[src/rtl/ram_stream_reader_pkg.sv]
// Shared definitions for the RAM stream reader.
//   state_t      : controller states (ST_IDLE, ST_RUN, ST_DRAIN)
//   BUF_DEPTH    : entries in the read-return buffer; also the read credit limit
//   cnt_width()  : bits needed to count 0..depth inclusive
//   BUF_CNT_W    : width of the buffer occupancy counter
package ram_stream_reader_pkg;

    typedef enum logic [1:0] {
        ST_IDLE  = 2'd0,
        ST_RUN   = 2'd1,
        ST_DRAIN = 2'd2
    } state_t;

    localparam int BUF_DEPTH = 3;

    function automatic int cnt_width(input int depth);
        return $clog2(depth + 1);
    endfunction

    localparam int BUF_CNT_W = cnt_width(BUF_DEPTH);

endpackage

[src/rtl/ram_stream_reader_fifo.sv]
// rd_skid_fifo: BUF_DEPTH-entry register FIFO for {last, data} beats.
// The head is always entry 0; a pop shifts the entries down and a push
// writes just above the surviving entries, so simultaneous push/pop keeps
// order with occupancy unchanged. Entries above the count stay zero, and
// head reads zero when empty.
//   clk, rst_n : clock, asynchronous active-low reset (clears all entries)
//   push, wdata: write request and entry
//   pop        : remove the head (ignored when empty)
//   count      : occupancy 0..BUF_DEPTH
//   head       : oldest entry, zero when empty
module rd_skid_fifo
    import ram_stream_reader_pkg::*;
#(
    parameter int WIDTH = 9
) (
    input  logic                 clk,
    input  logic                 rst_n,
    input  logic                 push,
    input  logic [WIDTH-1:0]     wdata,
    input  logic                 pop,
    output logic [BUF_CNT_W-1:0] count,
    output logic [WIDTH-1:0]     head
);

    logic [WIDTH-1:0]     mem [BUF_DEPTH];
    logic                 do_pop;
    logic                 do_push;
    logic [BUF_CNT_W-1:0] wr_idx;

    assign do_pop  = pop && (count != '0);
    // A push into a full buffer is dropped; the reader's credit rule never asks for it.
    assign do_push = push && (do_pop || (count != BUF_CNT_W'(BUF_DEPTH)));
    assign wr_idx  = do_pop ? (count - 1'b1) : count;
    assign head    = (count != '0) ? mem[0] : '0;

    always_ff @(posedge clk or negedge rst_n) begin
        if (!rst_n) begin
            count <= '0;
            for (int i = 0; i < BUF_DEPTH; i++) begin
                mem[i] <= '0;
            end
        end else begin
            if (do_pop) begin
                for (int i = 0; i < BUF_DEPTH - 1; i++) begin
                    mem[i] <= mem[i+1];
                end
                mem[BUF_DEPTH-1] <= '0;
            end
            for (int i = 0; i < BUF_DEPTH; i++) begin
                if (do_push && (wr_idx == BUF_CNT_W'(i))) begin
                    mem[i] <= wdata;
                end
            end
            count <= count + BUF_CNT_W'(do_push) - BUF_CNT_W'(do_pop);
        end
    end

endmodule

[src/rtl/ram_stream_reader.sv]
// ram_stream_reader: reads a burst of consecutive RAM words through one
// synchronous RAM port (1-cycle registered read data) and presents them as
// a valid/ready stream with a last-beat flag.
//   clk, rst_n        : clock, asynchronous active-low reset
//   start             : command pulse, sampled only in IDLE
//   base_addr, length : burst first address and word count (0..2**ADDR_WIDTH)
//   busy, done        : burst active; one-cycle completion pulse
//   mem_en, mem_addr  : read issue strobe and registered read address
//   mem_rdata         : registered RAM read data
//   m_valid, m_data, m_last, m_ready : output stream
module ram_stream_reader
    import ram_stream_reader_pkg::*;
#(
    parameter int DATA_WIDTH = 8,
    parameter int ADDR_WIDTH = 4
) (
    input  logic                  clk,
    input  logic                  rst_n,
    input  logic                  start,
    input  logic [ADDR_WIDTH-1:0] base_addr,
    input  logic [ADDR_WIDTH:0]   length,
    output logic                  busy,
    output logic                  done,
    output logic                  mem_en,
    output logic [ADDR_WIDTH-1:0] mem_addr,
    input  logic [DATA_WIDTH-1:0] mem_rdata,
    output logic                  m_valid,
    output logic [DATA_WIDTH-1:0] m_data,
    output logic                  m_last,
    input  logic                  m_ready
);

    localparam logic [BUF_CNT_W:0]  BUF_LIMIT = (BUF_CNT_W + 1)'(BUF_DEPTH);
    localparam logic [ADDR_WIDTH:0] ONE_LEFT  = (ADDR_WIDTH + 1)'(1);

    state_t                  state;
    state_t                  state_nxt;
    logic [ADDR_WIDTH-1:0]   rd_ptr;
    logic [ADDR_WIDTH:0]     remaining;
    logic                    done_r;
    logic                    done_nxt;
    logic                    accept;
    logic                    issue;
    logic [BUF_CNT_W:0]      credits_used;
    logic                    rd_vld_p1;
    logic                    rd_last_p1;
    logic [BUF_CNT_W-1:0]    occ;
    logic [DATA_WIDTH:0]     head;

    assign accept       = (state == ST_IDLE) && start && (length != '0);
    // Credits count buffered beats plus the read whose data arrives next edge;
    // only registered state feeds this, so m_ready never reaches mem_en.
    assign credits_used = {1'b0, occ} + {{BUF_CNT_W{1'b0}}, rd_vld_p1};
    assign issue        = (state == ST_RUN) && (remaining != '0) && (credits_used < BUF_LIMIT);

    always_comb begin
        state_nxt = state;
        done_nxt  = 1'b0;
        case (state)
            ST_IDLE: begin
                if (start && (length == '0)) begin
                    done_nxt = 1'b1;
                end else if (accept) begin
                    state_nxt = ST_RUN;
                end
            end
            ST_RUN: begin
                if (issue && (remaining == ONE_LEFT)) begin
                    state_nxt = ST_DRAIN;
                end
            end
            ST_DRAIN: begin
                // Buffer empty with nothing in flight means the last beat has gone.
                if ((occ == '0) && !rd_vld_p1) begin
                    state_nxt = ST_IDLE;
                    done_nxt  = 1'b1;
                end
            end
            default: state_nxt = ST_IDLE;
        endcase
    end

    // Stage p0: address issue and burst bookkeeping
    always_ff @(posedge clk or negedge rst_n) begin
        if (!rst_n) begin
            state     <= ST_IDLE;
            done_r    <= 1'b0;
            rd_ptr    <= '0;
            remaining <= '0;
        end else begin
            state  <= state_nxt;
            done_r <= done_nxt;
            if (accept) begin
                rd_ptr    <= base_addr;
                remaining <= length;
            end else if (issue) begin
                rd_ptr    <= rd_ptr + 1'b1;
                remaining <= remaining - 1'b1;
            end
        end
    end

    // Stage p1: RAM is returning data for the read issued last cycle
    always_ff @(posedge clk or negedge rst_n) begin
        if (!rst_n) begin
            rd_vld_p1  <= 1'b0;
            rd_last_p1 <= 1'b0;
        end else begin
            rd_vld_p1  <= issue;
            rd_last_p1 <= issue && (remaining == ONE_LEFT);
        end
    end

    // Stage p2: captured beats wait in the buffer for the consumer
    rd_skid_fifo #(
        .WIDTH (DATA_WIDTH + 1)
    ) u_fifo (
        .clk   (clk),
        .rst_n (rst_n),
        .push  (rd_vld_p1),
        .wdata ({rd_last_p1, mem_rdata}),
        .pop   (m_valid && m_ready),
        .count (occ),
        .head  (head)
    );

    assign mem_en   = issue;
    assign mem_addr = rd_ptr;
    assign busy     = (state != ST_IDLE);
    assign done     = done_r;
    assign m_valid  = (occ != '0);
    assign m_data   = head[DATA_WIDTH-1:0];
    assign m_last   = head[DATA_WIDTH];

endmodule

[config.mk]
export PLATFORM = sky130hd
export DESIGN_NAME = ram_stream_reader
export DESIGN_NICKNAME = d
export VERILOG_FILES = /design/src/rtl/ram_stream_reader_pkg.sv /design/src/rtl/ram_stream_reader_fifo.sv /design/src/rtl/ram_stream_reader.sv
export SDC_FILE = /design/constraint.sdc
export NUM_CORES = 1
export LEC_CHECK = 0
export CAP_MARGIN = 20
export CORE_UTILIZATION = 50
export DETAILED_ROUTE_END_ITERATION = 6
export DONT_BUFFER_PORTS = 1
export PLACE_DENSITY = 0.73
export SLEW_MARGIN = 20
export SYNTH_ARGS = -nofsm -noshare
export SYNTH_HDL_FRONTEND = slang
export SYNTH_SLANG_ARGS = --single-unit
[constraint.sdc]
create_clock -name clk -period 6.77 [get_ports clk]
set_clock_uncertainty 0.15 [all_clocks]
set_input_delay 1.0155 -clock clk [delete_from_list [all_inputs] [get_ports clk]]
set_output_delay 1.0155 -clock clk [all_outputs]
set_load 0.03 [all_outputs]
=== After elaboration in Yosys (flattened, before gate mapping) ===
Cells that the tools add are included.

* Register bits: 43
* RAM bits: 0
* Bits in latches: 0
* Output and inout bits: 17
* Memories kept: 0
* Logic and storage cells: 73
* Bits in read-only memories: 0

* Reduce and logical (&&, ||, !) cells: 28
* Shifts and indexed selects: 0
* Div/mod/pow operators: 0
* Muxes and demuxes: 18
* Equal/unequal tests: 10
* Add/subtract/negate cells: 6
* Bitwise operators: 0
* $lt $le $gt $ge: 1
* $mul: 0

{| class="wikitable"
|+ Operator list
! operator !! count
|-
| 9-bit two-way mux || 4
|-
| 27-bit two-way mux || 1
|-
| 1-bit logical AND || 13
|-
| 2-bit nonzero test || 6
|-
| 2-bit two-way mux || 5
|-
| 5-bit two-way mux || 2
|-
| 5-bit nonzero test || 2
|-
| 4-bit two-way mux || 2
|-
| 2-bit != test (second input constant) || 4
|-
| 2-bit logical NOT || 3
|-
| 2-bit case mux with 3 select lines || 1
|-
| 5-bit by 1-bit == test with 1-bit output (second input constant) || 1
|-
| 5-bit logical NOT || 1
|-
| 5-bit by 1-bit subtractor with 5-bit output (second input constant) || 1
|-
| 4-bit by 1-bit adder with 4-bit output (second input constant) || 1
|-
| 2-bit by 1-bit == test with 1-bit output (second input constant) || 2
|-
| 2-bit == test (second input constant) || 2
|-
| 4-bit AND reduction || 1
|-
| 2-bit by 1-bit adder with 3-bit output || 1
|-
| 3-bit by 2-bit < comparator with 1-bit output (second input constant) || 1
|-
| 2-bit by 1-bit adder with 2-bit output || 1
|-
| 1-bit two-way mux || 2
|-
| 2-bit by 1-bit != test with 1-bit output (second input constant) || 1
|-
| 1-bit case mux with 2 select lines || 1
|-
| 4 further kinds || 4
|}

=== Depth between registers and ports, before layout ===
Gate-level depths: netlist of run 1.

* Depth after elaboration: 7
* Gate-level depth with buffers: 12

=== Hierarchy ===
A second synthesis of run 1 with hierarchy kept.

* Cell total of the unflattened synthesis: 208
* Area total of the unflattened synthesis: 2344.7 um^2

{| class="wikitable"
|+ By module, submodules not included
! module !! sequential area each (um^2) !! area each (um^2) !! cells each !! times used
|-
| rd_skid_fifo || 725.7 || 1517.7 || 127 || 1
|-
| ram_stream_reader || 350.3 || 827.0 || 81 || 1
|}

=== Worst setup path after synthesis of run 1 ===
OpenSTA, ideal clock, no wires.

* Path kind: input port to flip-flop
* Start: in m_ready
* End: reg u_fifo.mem[16] (netlist name)
* Arrival: 2600 ps
* Stages on the path: 10
* Path slack: 3890 ps
* Path buffers: 3
* Path through: nand2b_1 inv_1 buf_2 buf_1 ha_1 inv_1 o2111ai_2 buf_2 nor2_1 a31oi_1

* Cells in the longest elaborated chain, start to end: 6

{| class="wikitable"
|+ Ends and longest elaborated chain
! element !! RTL line !! RTL
|-
| start: declaration || ram_stream_reader.sv:30 || <nowiki>input logic m_ready</nowiki>
|-
| 1-bit logical AND (*) || ram_stream_reader.sv:122 || <nowiki>.pop (m_valid && m_ready),</nowiki>
|-
| 1-bit logical AND (*) || ram_stream_reader_fifo.sv:30 || <nowiki>assign do_pop = pop && (count != '0);</nowiki>
|-
| 2-bit two-way mux or 1-bit logical OR (tied branches) || ram_stream_reader_fifo.sv:33, ram_stream_reader_fifo.sv:32 ||
|-
| 2-bit by 1-bit == test with 1-bit output or 1-bit logical AND (tied branches) || ram_stream_reader_fifo.sv:50, ram_stream_reader_fifo.sv:32 ||
|-
| 1-bit logical AND || ram_stream_reader_fifo.sv:50 || <nowiki>if (do_push && (wr_idx == BUF_CNT_W'(i))) begin</nowiki>
|-
| 9-bit two-way mux or 2-bit nonzero test (tied branches) || n/a ||
|-
| end signal: indexed assignment || ram_stream_reader_fifo.sv:45 || <nowiki>mem[i] <= mem[i+1];</nowiki>
|-
| end signal: indexed assignment || ram_stream_reader_fifo.sv:51 || <nowiki>mem[i] <= wdata;</nowiki>
|-
| end: declaration || ram_stream_reader_fifo.sv:25 || <nowiki>logic [WIDTH-1:0] mem [BUF_DEPTH];</nowiki>
|}

Every way passes the cells marked *; elsewhere a longest branch is shown, timed or not.
A chain may end at the register's enable or synchronous reset.

=== Worst setup path after layout of run 1 ===
* Start: reg rd_vld_p1
* End: out mem_en

* Cells in the longest elaborated chain, start to end: 3

{| class="wikitable"
|+ Ends and longest elaborated chain
! element !! RTL line !! RTL
|-
| start: declaration || ram_stream_reader.sv:45 || <nowiki>logic rd_vld_p1;</nowiki>
|-
| start signal: assignment || ram_stream_reader.sv:109 || <nowiki>rd_vld_p1 <= issue;</nowiki>
|-
| 2-bit by 1-bit adder with 3-bit output || ram_stream_reader.sv:53 || <nowiki>assign credits_used = {1'b0, occ} + {{BUF_CNT_W{1'b0}}, rd_vld_p1};</nowiki>
|-
| 3-bit by 2-bit < comparator with 1-bit output || ram_stream_reader.sv:54 || <nowiki>assign issue = (state == ST_RUN) && (remaining != '0) && (credits_used < BUF_LIMIT);</nowiki>
|-
| 1-bit logical AND || ram_stream_reader.sv:54 ||
|-
| end: declaration || ram_stream_reader.sv:24 || <nowiki>output logic mem_en,</nowiki>
|}

No other way between the ends.

==> run summary, run 1 <==
status = completed
VDD IR max = 263.0 uV
Post-Synth Simple-Gate Area = 22.44%
clock share of power = 12.6%
WL/cell = 14.22 um
largest family of logic cells by synthesized area = simple AND/OR/NAND/NOR gates
Synth Area per Inst = 9.230 um2
Int Pwr = 686.7 uW
crit path DAT = 2.17 ns
number of diodes = 0
Comb power frac = 48.2%
DRT Wirelength = 4208 um
Yosys cell types = 39
cell repeated most along the worst path = ha_1
multiplexer share of the synthesized area = 4.944%
Hold Path Class = primary input to async pin
final worst slack = 3.433 ns
Pwr Total = 1268 uW
FP Rows = 24
worst-path maximum fanout = 9
Initial Utilization = 51.72%
Relative slew margins = 50.36%
hold buffer count at cts = 0
total die area = 4777 um2
Post-CTS Setup Bufs = 0
number of routed nets with antenna violations = 0
Final nets = 273
post-synth net total = 274
layout cells sized above 1 = 8.197%
Global Route Usage Sum = 19.29%
worst-case clock buffer depth = 2
RSZ-0062 raised after global routing = no
Least-Margin Pin Slew = 0.7446 ns
Met3 Routed Length = 182 um
largest net degree at the start of global routing = 44
CTS root buf = clkbuf_8
DR vias/cell = 5.544
Synth area leader = dfrtp_1
Seq pwr share = 39.2%
# resized after CTS = 0
Seq/Total Area, Yosys = 47.78%
Static Leak = 0.001147 uW
CTS tree = built
die height = 69.12 um
routed wl met2 = 2030 um
most frequent cells in the layout = nand2_1, dfrtp_1, nor2_1, inv_1, a31oi_1
I/O Buffers = 0
max_cap viols = 0
most common cell after layout, fill and taps aside = nand2_1
detailed placement HPWL = 2978 um
Req. time, crit path = 5.60 ns
top cell type's share of synthesized area = 47.78%
Sw Share = 45.84%
residual DRC count = 0
Highest Signal Layer = met4
Post-Syn Area = 2252 um2
switching power = 581.2 uW
setup violators final = 0
dpl ws = 3.695 ns
slowest CP cell = and3_1
Max Clk Rate = 299.7 MHz
post-placement cell count = 288
crit path buf inv count = 0
Synth area leaders = dfrtp_1, nand2_1, a31oi_1, ha_1, mux2i_1
clock-pin slew on the worst setup and hold paths = 0.09 ns
PD cells = 534.7 nW/um2
P&R area growth vs syn = 5.278%
Metal-1 WL = 1951 um
critical path cell sequence = ha_1 > ha_1 > nor3b_1 > and3_1
First-pass DRT Iterations = 4
Final GP Congestion = 0.7558
clock sinks = 43
Starting DRT DRC Count = 184
XOR/XNOR share of the synthesized area = 1.556%
Synth Warn # = 0
worst flop-to-flop path endpoint = u_fifo.mem[12]
Crit path max-delay family = simple AND/OR/NAND/NOR gates
Num CTS Buffers = 5
post-route non-filler standard cell count = 296
CP Launch Type = flip-flop
Synth Area in Compound Gates = 12.72%
vias in the first global route = 1667
CP Class = flip-flop to primary output
initial antenna violation count = 0
Max Slew Vio Count = 0
Seq cells post-synth = 43
FF-to-FF Start = u_fifo.count[1]
global-route wire length before repair = 7424 um
remaining global-route overflow = 0
DR vias = 1641
Final min period = 3.337 ns
CP max stage delay = 0.61 ns
Syn Inst Count = 244
crit end category = primary output
clk_lat worst skew = 0.29 ns
core region area = 4354 um2
CTS H-tree lvls = 2
Post-Route Setup TNS = 0 ns
flop-to-flop setup slack = 3.75 ns
num ports = 38
final hold violations = 0
Adder-Cell Fraction of Synth Area = 5.000%
die width = 69.12 um
period utilisation layout = 49.29%
Reg2Reg Depth = 9
==> synthesized netlist by cell type, drive strengths merged <==
| cell type | count |
|---|---|
| nand2 | 52 |
| dfrtp | 43 |
| nor2 | 26 |
| inv | 20 |
| a31oi | 19 |
| mux2i | 10 |
| ha | 9 |
| nor2b | 9 |
| buf | 6 |
| o21ai | 6 |
| clkbuf | 4 |
| nor3 | 4 |
| nand2b | 3 |
| nor3b | 3 |
| xnor2 | 3 |
| a21boi | 2 |
| a21oi | 2 |
| a22oi | 2 |
| and3 | 2 |
| o2111ai | 2 |
| o221a | 2 |
| or2 | 2 |
| a41o | 1 |
| and2 | 1 |
| and4b | 1 |
| mux2 | 1 |
| nand4 | 1 |
| nor4b | 1 |
| o211ai | 1 |
| o21a | 1 |
| o221ai | 1 |
| or3b | 1 |
| or4 | 1 |
| or4b | 1 |
| xor2 | 1 |
==> cell families (layout without fill, tap and decap cells) <==
family / count (synthesis) / count (layout)
AO/OA/AOI/OAI: 39 / 39
XOR/XNOR: 4 / 4
adder cells (fa/ha/maj): 9 / 9
buffers and inverters: 30 / 30
flip-flops: 43 / 43
multiplexers: 11 / 11
AND/OR/NAND/NOR: 108 / 108
==> flip-flops by register name (all words and copies together) (netlist names) <==
name and cells:
done 1, u_fifo.count 2, state 2, remaining 5, rd_vld_p1 1, u_fifo.mem 27
mem_addr 4, rd_last_p1 1
==> layout make-up <==
class                   instances  area, um2
fillers                       397       1983
clock buffers                   5      68.82
clock inverters                 3      20.02
inverters                      20      75.07
repair buffers                  2      15.01
well taps                      52      65.06
flip-flops and latches         43       1076
multi-input cells             171       1051
==> layer usage <==
layer | vias up | GRT usage, %
met1 | 780 | 24.50
met4 | 0 | 5.442
met3 | 4 | 4.678
met2 | 41 | 32.69
li1 | 816 | -
met5 | - | 0
==> power by group through the flow <==
stage	Combinational (uW)	Clock [uW]	Sequential [uW]
2_1_floorplan	550	0	475
3_3_place_gp	600	0	499
3_5_place_dp	618	0	502
4_1_cts	622	166	497
5_1_grt	688	176	514
6_report	611	160	496
==> worst reg2reg max path, delay by kind of cell, from the launching register on <==
family          cells  cell delay (ns)
flops               1             0.43
simple gates        2             0.45
fa+ha+maj           2             0.73
compound gates      2             0.44
buf+inv             3             0.67
==> through the flow <==
step,hold slack [ns],util (%),area [um2]
floorplan,0.3217,-,2252
CTS,0.2472,54.45,2371
finish,0.2586,54.45,2371
global placement,0.3601,52.24,2275
global route,0.2358,54.45,2371
detailed placement,0.3711,52.41,2282
==> worst max path at each step <==
stage | start | end | slack, ns | cells past startpoint
after global routing | rd_vld_p1 | mem_en | 3.33 | 4
after floorplan | m_ready | u_fifo.mem[16] | 3.89 | 10
after CTS | rd_vld_p1 | mem_en | 3.45 | 4
after detailed placement | m_ready | u_fifo.mem[16] | 3.70 | 7
after global placement | m_ready | u_fifo.mem[8] | 3.68 | 5
final | rd_vld_p1 | mem_en | 3.43 | 4
(Power assumes the default switching activity.)
==> inputs of run 2 (changes only) <==
==> constraint.sdc (replaced) <==
create_clock -name clk -period 3.4 [get_ports clk]
set_clock_uncertainty 0.15 [all_clocks]
set_input_delay 0.51 -clock clk [delete_from_list [all_inputs] [get_ports clk]]
set_output_delay 0.51 -clock clk [all_outputs]
set_load 0.03 [all_outputs]
==> run summary, run 2 (synthesized netlist as in run 1, its figures left out) <==
status = completed (unchanged)
layout cells sized above 1 = 8.907% (was 8.197%)
final hold violations = 0 (unchanged)
PD cells = 1100 nW/um2 (was 534.7 nW/um2)
Global Route Usage Sum = 20.38% (was 19.29%)
CTS root buf = clkbuf_8 (unchanged)
hold buffer count at cts = 2 (was 0)
Comb power frac = 46.0% (was 48.2%)
Biggest register = u_fifo.mem (unchanged)
Starting DRT DRC Count = 189 (was 184)
detailed placement HPWL = 3106 um (was 2978 um)
Sw Share = 43.62% (was 45.84%)
residual DRC count = 0 (unchanged)
Static Leak = 0.001189 uW (was 0.001147 uW)
die width = 69.12 um (unchanged)
largest net degree at the start of global routing = 44 (unchanged)
Least-Margin Pin Slew = 0.8340 ns (was 0.7446 ns)
Seq pwr share = 36.6% (was 39.2%)
CTS H-tree lvls = 2 (unchanged)
I/O Buffers = 0 (unchanged)
CP Class = flip-flop to primary output (unchanged)
Int Pwr = 1524 uW (was 686.7 uW)
Largest register FFs = 27 (unchanged)
First-pass DRT Iterations = 5 (was 4)
total die area = 4777 um2 (unchanged)
Final min period = 2.804 ns
post-placement cell count = 289 (was 288)
DR vias = 1718 (was 1641)
Final GP Congestion = 0.7726 (was 0.7558)
Num CTS Buffers = 5 (unchanged)
Initial Utilization = 51.72% (unchanged)
RSZ-0062 raised after global routing = no (unchanged)
Relative slew margins = 44.28% (was 50.36%)
FP Rows = 24 (unchanged)
clock-pin slew on the worst setup and hold paths = 0.09 ns (about the same)
max_cap viols = 0 (unchanged)
switching power = 1179 uW (was 581.2 uW)
period utilisation layout = 82.47%
number of routed nets with antenna violations = 0 (unchanged)
number of diodes = 0 (unchanged)
crit end category = primary output (unchanged)
post-route non-filler standard cell count = 299 (was 296)
clock sinks = 43 (unchanged)
CTS tree = built (unchanged)
remaining global-route overflow = 0 (unchanged)
setup violators final = 0 (unchanged)
final worst slack = 0.5959 ns (was 3.433 ns)
VDD IR max = 591.8 uV (was 263.0 uV)
worst-case clock buffer depth = 2 (unchanged)
WHS = 0.1831 ns (was 0.2586 ns)
most frequent cells in the layout = nand2_1, dfrtp_1, nor2_1, inv_1, a31oi_1 (unchanged)
Req. time, crit path = 2.74 ns (was 5.60 ns)
CP Launch Type = flip-flop (unchanged)
dpl ws = 0.7833 ns (was 3.695 ns)
P&R area growth vs syn = 9.056% (was 5.278%)
Final nets = 276 (was 273)
global-route wire length before repair = 7652 um (was 7424 um)
Post-Route Setup TNS = 0 ns (unchanged)
clk_lat worst skew = 0.30 ns (was 0.29 ns)
vias in the first global route = 1662 (was 1667)
WL/cell = 14.93 um (was 14.22 um)
DRT Wirelength = 4465 um (was 4208 um)
initial antenna violation count = 0 (unchanged)
core region area = 4354 um2 (unchanged)
clock share of power = 17.5% (was 12.6%)
Post-CTS Setup Bufs = 0 (unchanged)
crit path DAT = 2.14 ns (was 2.17 ns)
die height = 69.12 um (unchanged)
Hold Path Class = primary input to flip-flop (was primary input to async pin)
Max Slew Vio Count = 0 (unchanged)
worst-path maximum fanout = 9 (unchanged)
most common cell after layout, fill and taps aside = nand2_1 (unchanged)
DR vias/cell = 5.746 (was 5.544)
Max Clk Rate = 356.6 MHz
num ports = 38 (unchanged)
# resized after CTS = 0 (unchanged)
==> run 2: path summary, 6_finish.rpt <==
path,start,endpoint,slack [ns],depth (start not counted)
setup / recovery,rd_vld_p1,mem_en,0.60,4
hold / removal,mem_rdata[6],u_fifo.mem[6],0.18,2
setup reg to reg,u_fifo.count[1],u_fifo.mem[17],0.80,9
hold reg to reg,u_fifo.mem[14],u_fifo.mem[23],0.38,2
max in group asynchronous,rst_n,u_fifo.mem[7],2.36,2
min in group asynchronous,rst_n,u_fifo.mem[3],0.54,2
==> run 2: cell type report <==
class                      count  area (um2)
clock buffer                   5       68.82
clock inverter                 3       67.56
fill                         396        1898
inverter                      20       75.07
multi-input combinational    171        1051
sequential                    43        1076
tap                           52       65.06
timing repair buffer           5       52.55
==> run 2: metrics by stage <==
stage               cell area, um2  power, uW  util (%)
finish                        2456       2703     56.41
floorplan                     2252       2040         -
CTS                           2456       2729     56.41
global route                  2456       2933     56.41
global placement              2290       2199     52.59
detailed placement            2290       2242     52.59
==> run 2: power by group through the flow <==
stage	clock network, uW	registers [uW]	logic (uW)
5_1_grt	509	1020	1400
2_1_floorplan	0	946	1090
6_report	472	988	1240
4_1_cts	481	987	1260
3_3_place_gp	0	987	1210
3_5_place_dp	0	998	1240
==> run 2: worst max-delay path: stages (launching register included) <==
cell     delay [ns]
dfrtp_1        0.46
ha_1           0.23
ha_1           0.19
nor3b_1        0.38
and3_1         0.59
==> run 2: layer usage <==
layer | GRT usage (%) | vias up | share of wire (%)
met2 | 33.66 | 49 | 50
met4 | 7.710 | 0 | 1.9
met5 | 0 | - | 0
met1 | 25.24 | 835 | 43
li1 | - | 826 | -
met3 | 5.848 | 8 | 4.8
==> inputs of run 3 (changes only) <==
--- a/config.mk
+++ b/config.mk
@@ -9,7 +9,7 @@
 export CORE_UTILIZATION = 50
 export DETAILED_ROUTE_END_ITERATION = 6
 export DONT_BUFFER_PORTS = 1
-export PLACE_DENSITY = 0.73
+export PLACE_DENSITY = 0.76
 export SLEW_MARGIN = 20
 export SYNTH_ARGS = -nofsm -noshare
 export SYNTH_HDL_FRONTEND = slang
==> constraint.sdc (replaced) <==
create_clock -name clk -period 2.3 [get_ports clk]
set_clock_uncertainty 0.15 [all_clocks]
set_input_delay 0.345 -clock clk [delete_from_list [all_inputs] [get_ports clk]]
set_output_delay 0.345 -clock clk [all_outputs]
set_load 0.03 [all_outputs]
==> run summary, run 3 (synthesized netlist as in run 1, its figures left out) <==
clock-pin slew on the worst setup and hold paths = 0.08 ns (was 0.09 ns)
met1 usage = 26.58% (was 25.24%)
Relative slew margins = 62.01% (was 44.28%)
Reg2Reg Depth = 9 (unchanged)
post-route non-filler standard cell count = 323 (was 299)
Global Route Usage Sum = 21.29% (was 20.38%)
DRT Wirelength = 5005 um (was 4465 um)
most common cell after layout, fill and taps aside = nand2_1 (unchanged)
worst-path maximum fanout = 4 (was 9)
WL/cell = 15.50 um (was 14.93 um)
CTS H-tree lvls = 2 (unchanged)
Final nets = 300 (was 276)
area of the multi-input gates = 1134 um2 (was 1051 um2)
Initial Utilization = 51.72% (unchanged)
met3 usage in global routing = 5.556% (was 5.848%)
critical path cell sequence = ha_2 > ha_2 > nor3b_4 > and3_4 > buf_6 (was ha_1 > ha_1 > nor3b_1 > and3_1)
cell repeated most along the worst path = ha_2 (was ha_1)
PD cells = 1669 nW/um2 (was 1100 nW/um2)
Max Slew Vio Count = 0 (unchanged)
final hold violations = 0 (unchanged)
Design Area, Final = 2691 um2 (was 2456 um2)
die width = 69.12 um (unchanged)
Num CTS Buffers = 5 (unchanged)
clk_lat worst skew = 0.29 ns (was 0.30 ns)
number of routed nets with antenna violations = 0 (unchanged)
max_cap viols = 0 (unchanged)
Worst Hold Path EP = u_fifo.mem[0] (was u_fifo.mem[6])
I/O Buffers = 0 (unchanged)
Starting DRT DRC Count = 142 (was 189)
post-placement cell count = 306 (was 289)
largest net degree at the start of global routing = 44 (unchanged)
global-route wire length before repair = 8135 um (was 7652 um)
status = completed (unchanged)
Biggest register = u_fifo.mem (unchanged)
worst flop-to-flop path endpoint = u_fifo.count[1] (was u_fifo.mem[17])
core region area = 4354 um2 (unchanged)
crit end category = primary output (unchanged)
Max Clk Rate = 451.9 MHz
Top Usage Layer GRT = met2 (unchanged)
Largest register FFs = 27 (unchanged)
slowest CP cell = dfrtp_1 (was and3_1)
Crit path max-delay family = simple AND/OR/NAND/NOR gates (unchanged)
die height = 69.12 um (unchanged)
detailed placement HPWL = 3299 um (was 3106 um)
Sw Share = 43.50% (was 43.62%)
P&R area growth vs syn = 19.50% (was 9.056%)
Hold Path Depth = 2 (unchanged)
clock sinks = 43 (unchanged)
remaining global-route overflow = 0 (unchanged)
FP Rows = 24 (unchanged)
Req. time, crit path = 1.80 ns (was 2.74 ns)
WHS = 0.01714 ns (was 0.1831 ns)
number of diodes = 0 (unchanged)
# fillers = 371 (was 396)
initial antenna violation count = 0 (unchanged)
Area after DPL = 2429 um2 (was 2290 um2)
Int Pwr = 2538 uW (was 1524 uW)
total die area = 4777 um2 (unchanged)
Seq pwr share = 32.0% (was 36.6%)
CP Class = flip-flop to primary output (unchanged)
First-pass DRT Iterations = 4 (was 5)
VDD IR max = 1078 uV (was 591.8 uV)
setup violators final = 0 (unchanged)
vias in the first global route = 1765 (was 1662)
CP Launch Type = flip-flop (unchanged)
CTS root buf = clkbuf_8 (unchanged)
period utilisation layout = 96.20%
residual DRC count = 0 (unchanged)
Hold Path Class = primary input to flip-flop (unchanged)
clock share of power = 13.0% (was 17.5%)
most frequent cells in the layout = nand2_1, dfrtp_1, nor2_1, buf_4, a31oi_1 (was nand2_1, dfrtp_1, nor2_1, inv_1, a31oi_1)
DR vias = 1835 (was 1718)
storage element area = 1076 um2 (unchanged)
CTS tree = built (unchanged)
crit path buf inv count = 1 (was 0)
layout cells sized above 1 = 19.93% (was 8.907%)
Final min period = 2.213 ns
worst-case clock buffer depth = 2 (unchanged)
FF-to-FF Start = u_fifo.count[0] (was u_fifo.count[1])
Static Leak = 0.001299 uW (was 0.001189 uW)
DR vias/cell = 5.681 (was 5.746)
M2 GR Usage = 34.84% (was 33.66%)
flop-to-flop setup slack = 0.16 ns (was 0.80 ns)
switching power = 1955 uW (was 1179 uW)
Comb power frac = 55.0% (was 46.0%)
CP max stage delay = 0.41 ns (was 0.59 ns)
crit path DAT = 1.72 ns (was 2.14 ns)
Least-Margin Pin Slew = 0.5678 ns (was 0.8340 ns)
num ports = 38 (unchanged)
hold_sp = mem_rdata[0] (was mem_rdata[6])
Final GP Congestion = 0.7842 (was 0.7726)
[run 3: through the flow]
stage | setup TNS (ns) | worst slack, ns | utilization [%] | power [uW]
after detailed placement | 0 | 0.04838 | 55.78 | 3611
final | 0 | 0.08733 | 61.81 | 4493
after floorplan | -0.006060 | -0.006060 | - | 3070
after global placement | 0 | 0.1638 | 55.78 | 3523
after global routing | -0.03407 | -0.03407 | 61.81 | 4855
after CTS | 0 | 0.01094 | 59.51 | 4270
[run 3: final cells by class]
| class | instances | area share (%) |
|---|---|---|
| multi-input combinational | 172 | 42.12 |
| timing repair buffer | 28 | 8.508 |
| clock buffer | 5 | 2.557 |
| inverter | 20 | 2.789 |
| clock inverter | 3 | 1.627 |
| tap | 52 | 2.417 |
| sequential | 43 | 39.98 |
[run 3: power by group through the flow]
stage	Clock [uW]	Sequential [uW]	Combinational (uW)
3_3_place_gp	0	1440	2090
4_1_cts	597	1430	2240
3_5_place_dp	0	1450	2160
2_1_floorplan	0	1400	1670
5_1_grt	638	1480	2740
6_report	586	1440	2470
[run 3: timing repair]
action,in CTS,in global routing
hold buffers,2,0
endpoints found under the setup margin,1,19
endpoints found under the hold margin,43,0
gates cloned,0,1
gates resized for setup,4,7
setup buffers,1,5
pin swaps,0,2
[run 3: worst max-delay path by stage]
stage               startpoint             end  slack [ns]  cells past startpoint
6_report             rd_vld_p1          mem_en        0.09                      5
5_1_grt        u_fifo.count[0]   u_fifo.mem[3]       -0.03                      8
4_1_cts           remaining[1]          mem_en        0.01                      5
3_5_place_dp   u_fifo.count[0]  u_fifo.mem[21]        0.05                      8
3_3_place_gp   u_fifo.count[0]  u_fifo.mem[19]        0.16                      8
2_1_floorplan  u_fifo.count[1]  u_fifo.mem[25]      -0.006                     11
[run 3: per-layer routing]
| layer | vias up | routed length [um] | part of all wire (%) |
|---|---|---|---|
| met1 | 901 | 2172 | 43 |
| met4 | 0 | 72 | 1.4 |
| li1 | 876 | - | - |
| met3 | 8 | 238 | 4.8 |
| met5 | - | 0 | 0 |
| met2 | 50 | 2522 | 50 |
